### config.mk
export PLATFORM = sky130hd
export DESIGN_NAME = hs_to_sync
export DESIGN_NICKNAME = d
export VERILOG_FILES = /design/src/rtl/hs_pkg.sv /design/src/rtl/sync_fifo.sv /design/src/rtl/hs_to_sync.sv
export SDC_FILE = /design/constraint.sdc
export NUM_CORES = 1
export LEC_CHECK = 0
export ABC_AREA = 1
export CORE_ASPECT_RATIO = 1.1
export CORE_MARGIN = 3
export CORE_UTILIZATION = 35
export DETAILED_ROUTE_END_ITERATION = 16
export SYNTH_ARGS = -nofsm -noshare
export SYNTH_HDL_FRONTEND = slang
export SYNTH_SLANG_ARGS = --single-unit
### constraint.sdc
create_clock -name clk -period 2.2 [get_ports clk]
set_clock_uncertainty 0.2 [all_clocks]
set_input_delay 0.44 -clock clk [delete_from_list [all_inputs] [get_ports clk]]
set_output_delay 0.44 -clock clk [all_outputs]
set_load 0.03 [all_outputs]
### src/rtl/hs_pkg.sv
// Shared types and width helpers for the 4-phase to valid/ready receiver.
package hs_pkg;

  typedef enum logic {
    IDLE = 1'b0,
    ACK  = 1'b1
  } hs_state_t;

  function automatic int ptr_w(input int depth);
    return (depth > 1) ? $clog2(depth) : 1;
  endfunction

  // Occupancy must represent 0..DEPTH inclusive, hence one extra bit.
  function automatic int level_w(input int depth);
    return $clog2(depth) + 1;
  endfunction

endpackage

### src/rtl/sync_fifo.sv
// Small single-clock FIFO with an explicit occupancy counter; full/empty are
// derived from the registered level so they reflect the state before any pop.
module sync_fifo
  import hs_pkg::*;
#(
  parameter int N     = 1,
  parameter int DEPTH = 4
) (
  input  logic                        clk,
  input  logic                        rst,
  input  logic                        wr,
  input  logic [N-1:0]                wd,
  output logic                        full,
  input  logic                        rd,
  output logic [N-1:0]                rdata,
  output logic                        empty,
  output logic [level_w(DEPTH)-1:0]   level
);

  localparam int PW = ptr_w(DEPTH);
  localparam int LW = level_w(DEPTH);
  localparam logic [LW-1:0] FULL_LEVEL = LW'(DEPTH);

  logic [N-1:0]  r_mem [DEPTH];
  logic [PW-1:0] r_wr_ptr;
  logic [PW-1:0] r_rd_ptr;
  logic [LW-1:0] r_level;
  logic          w_push;
  logic          w_pop;

  assign full   = (r_level == FULL_LEVEL);
  assign empty  = (r_level == '0);
  assign w_push = wr && !full;
  assign w_pop  = rd && !empty;
  assign rdata  = r_mem[r_rd_ptr];
  assign level  = r_level;

  // Storage is cleared on reset so the head reads as zero until first write.
  always_ff @(posedge clk or negedge rst) begin
    if (!rst) begin
      for (int i = 0; i < DEPTH; i++) begin
        r_mem[i] <= '0;
      end
    end else if (w_push) begin
      r_mem[r_wr_ptr] <= wd;
    end
  end

  always_ff @(posedge clk or negedge rst) begin
    if (!rst) begin
      r_wr_ptr <= '0;
      r_rd_ptr <= '0;
    end else begin
      if (w_push) begin
        r_wr_ptr <= r_wr_ptr + PW'(1);
      end
      if (w_pop) begin
        r_rd_ptr <= r_rd_ptr + PW'(1);
      end
    end
  end

  always_ff @(posedge clk or negedge rst) begin
    if (!rst) begin
      r_level <= '0;
    end else begin
      case ({w_push, w_pop})
        2'b10:   r_level <= r_level + LW'(1);
        2'b01:   r_level <= r_level - LW'(1);
        default: r_level <= r_level;
      endcase
    end
  end

endmodule

### src/rtl/hs_to_sync.sv
// Terminates a 4-phase bundled-data channel: synchronises the request, writes
// each word once into a FIFO, and acknowledges only after the write.
module hs_to_sync
  import hs_pkg::*;
#(
  parameter int N     = 1,
  parameter int DEPTH = 4,
  parameter int SYNC  = 2
) (
  input  logic                        clk,
  input  logic                        rst,
  input  logic                        r_i,
  output logic                        a_i,
  input  logic [N-1:0]                d_i,
  output logic                        valid_o,
  input  logic                        ready_i,
  output logic [N-1:0]                d_o,
  output logic [level_w(DEPTH)-1:0]   level_o
);

  logic [SYNC-1:0] r_sync;
  hs_state_t       r_state;
  logic            r_ack;
  logic            w_r_s;
  logic            w_full;
  logic            w_empty;
  logic            w_wr;
  logic            w_rd;

  // Only the request crosses domains; d_i is trusted once r_s is high.
  always_ff @(posedge clk or negedge rst) begin
    if (!rst) begin
      r_sync <= '0;
    end else begin
      r_sync <= {r_sync[SYNC-2:0], r_i};
    end
  end

  assign w_r_s = r_sync[SYNC-1];
  assign w_wr  = (r_state == IDLE) && w_r_s && !w_full;
  assign w_rd  = valid_o && ready_i;

  // A full FIFO simply leaves us in IDLE with ack low, which stalls upstream.
  always_ff @(posedge clk or negedge rst) begin
    if (!rst) begin
      r_state <= IDLE;
      r_ack   <= 1'b0;
    end else begin
      case (r_state)
        IDLE: begin
          if (w_r_s && !w_full) begin
            r_state <= ACK;
            r_ack   <= 1'b1;
          end
        end
        ACK: begin
          if (!w_r_s) begin
            r_state <= IDLE;
            r_ack   <= 1'b0;
          end
        end
        default: begin
          r_state <= IDLE;
          r_ack   <= 1'b0;
        end
      endcase
    end
  end

  assign a_i     = r_ack;
  assign valid_o = !w_empty;

  sync_fifo #(
    .N     (N),
    .DEPTH (DEPTH)
  ) u_fifo (
    .clk   (clk),
    .rst   (rst),
    .wr    (w_wr),
    .wd    (d_i),
    .full  (w_full),
    .rd    (w_rd),
    .rdata (d_o),
    .empty (w_empty),
    .level (level_o)
  );

endmodule
==> metrics.yaml <==
setup_path:
  reg2reg_from: "u_fifo.level[1]"
  max_stage_delay_ns: 0.42
  crit_buf_inv: 2
  startpoint: "u_fifo.r_rd_ptr[0]"
  cp.required_ns: 1.56
  worst-path-max-fanout: 5
  crit_top_cell: "o21ai_0"
  r2r_end: "u_fifo.level[2]"
  worstSetupPathType: "flop to output port"
  path_cells: "inv_1 -> o21ai_0 -> o21ai_0 -> dlygate4sd2_1"
  reg2reg_depth: 10
  arrival_ns: 1.44
  endpoint_kind: "output port"
  regToRegSetupSlack_ns: 0.24
  critPathTopFamily: "buffers and inverters"
  cpMaxStageDelayCell: "dfrtp_1"
  startpoint_type: "flop"
finish:
  drive_gt1_frac: 0.157
  num-nets-final: 120
  synthToLayoutAreaGrowth_pct: 21.9
  layoutNonFillerInstCount: 136
  antennaDiodeCount: 0
  final_area_um2: 983
  fin_util: 0.467
pwr:
  p_sw_frac: 0.457
  power.leakage_nw: 0.496
  powerDensity_nw_per_um2: 1450
  ir_worst_vdd_v: 0.000600
  power.switching_mw: 0.651
  internal_power_mw: 0.773
  p_seq_frac: 0.353
  clkPwrFrac: 0.109
  pwr-share-comb: 0.538
sta:
  period_needed_ns: 2.08
  setup_ws_ns: 0.122
  slew_headroom: 0.796
  worstMarginPinSlew_ns: 0.305
  fmax_mhz: 481
  report.final.setup_viol: 0
  finalHoldViolations: 0
  finalSetupTns_ns: 0
  slew_violations: 0
  grt_setup_unrepaired: "false"
  fin_crit_sh: 0.944
synth:
  yosysTopAreaCell: "dfrtp_1"
  synthCells: 91
  synth_cell_type_count: 16
  synthArstFlopShare: 1.00
  ys_top_cells_by_area: "dfrtp_1 (47%), nand2_1 (13%), ha_1 (7.8%), inv_1 (6.0%), nand3_2 (5.0%)"
  synthAdderAreaFrac: 0.102
  synth_common_cells: "nand2_1 (28), dfrtp_1 (15), inv_1 (13)"
  ys_warn_count: 0
  ys_seq_area_frac: 0.465
  synth_compound_gate_area_share: 0.0372
  synth-simple-area-share: 0.293
  synth-edff-count: 0
  ys_ff_latch: 15
  syn_area_um2: 807
  avgSynthCellArea_um2: 8.87
  syn_nets: 102
  synth_top_area_share: 0.465
  synth_top_family_by_area: "simple AND/OR/NAND/NOR gates"
  synth-xor-area-share: 0.0109
  synth.most_common_cell: "nand2_1"
  synthMuxAreaShare: 0
  ys.flop_type: "dfrtp_1"
route:
  drc: 0
  vias: 611
  wl_per_cell_um: 10.2
  ant_nets: 0
  drt-initial-drc-count: 9
  routed_wl_um: 1380
  viasPerCell: 4.49
  dr.pass1.iters: 4
clocking:
  clock_sinks: 15
  htree_levels: 1
  cts_tree: "built"
  cts_buffer_depth: 2
  path_clk_slew_ns: 0.09
  clk_latency_ns: 0.28
  cts_buffers: 3
  cts_root_buffer: "clkbuf_4"
place:
  hpwl_um: 1050
  dpl_worst_slack_ns: -0.0399
  place_congestion: 0.803
  dp_cells: 132
  place_area_um2: 957
  port_buffers: 10
global_route:
  grt_max_degree: 16
  first_global_vias: 584
  grt_overflow: 0
  grt_pass1_wl_um: 2420
  grt_util_all_layers: 0.112
  antenna_found_initial: 0
floorplanning:
  dieHeight_um: 56.4
  ioPinCount: 11
  initial_core_util: 0.383
  row_count: 17
  die-area_um2: 2920
  core_area_um2: 2110
  fp.dieW_um: 51.8
job:
  drv_cap: 0
hold_path:
  hold_path_class: "flop to flop"
  worstHoldStart: "r_sync[0]"
  hold_depth: 0
  min_to: "r_sync[1]"
status:
  outcome: "completed"
[per-layer routing]
metal  global-route usage  routed length, µm
met5                    0                  0
met2                0.162                657
met3               0.0239                 53
met1                0.151                659
met4               0.0674                 12
[power groups by stage]
stage / sequential [mW] / clock (mW) / combinational [mW]
6_report: 0.503 / 0.156 / 0.766
5_1_grt: 0.521 / 0.171 / 0.860
4_1_cts: 0.506 / 0.165 / 0.773
3_5_place_dp: 0.511 / 0 / 0.778
3_3_place_gp: 0.508 / 0 / 0.774
2_1_floorplan: 0.561 / 0 / 0.490
[registers in the layout, summed over array words and instances, names as in the netlist]
signal and count:
r_state 1, u_fifo.r_mem 4, a_i 1, u_fifo.level 3
r_sync 2, u_fifo.r_rd_ptr 2, u_fifo.r_wr_ptr 2
[how the worst max path moves through the flow]
| stage | to | slack, ns | cells past startpoint |
|---|---|---|---|
| after floorplan | u_fifo.level[2] | 0.05 | 11 |
| after global placement | u_fifo.level[2] | 0.005 | 10 |
| after detailed placement | u_fifo.level[2] | -0.04 | 10 |
| after CTS | d_o | 0.1 | 4 |
| after global routing | d_o | 0.001 | 4 |
| final | d_o | 0.12 | 4 |
[what timing repair did]
item / 4_1_cts / 5_1_grt
buffers inserted: 0 / 0
endpoints found under the setup margin: 2 / 1
gates resized for setup: 2 / 1
hold buffers: 0 / 0
[cell families (layout without fill, tap and decap cells)]
family          Yosys count  after routing
fa+ha+maj                 6              6
compound gates            6              6
buf+inv                  15             32
flops                    15             15
simple gates             48             48
xor+xnor                  1              1
[area by class of cell]
type	instances	area, µm²
Clock buffer	4	26.3
Inverter	13	48.8
Sequential cell	15	375
Tap cell	28	35.0
Fill cell	194	1120
Timing Repair Buffer	15	135
Multi-Input combinational cell	61	363
[placed cells by master (no fill, tap or decap)]
master	count
dlygate4sd2_1	2
clkdlybuf4s50_1	8
inv_1	13
nand2_2	3
dfrtp_1	15
clkbuf_1	1
nand4_1	5
clkbuf_4	3
nand3_2	4
ha_1	5
o21ai_0	6
nor2_2	1
nand3_1	5
nand2_1	26
nor2_1	3
nor2_4	1
xnor2_1	1
buf_4	5
fa_1	1
[per-stage QoR]
| step | power (mW) | hold slack (ns) |
|---|---|---|
| global route | 1.55 | 0.179 |
| finish | 1.42 | 0.164 |
| global placement | 1.28 | 0.139 |
| CTS | 1.44 | 0.170 |
| detailed placement | 1.29 | 0.143 |
| floorplan | 1.05 | -0.0556 |
(Power assumes the default switching activity.)
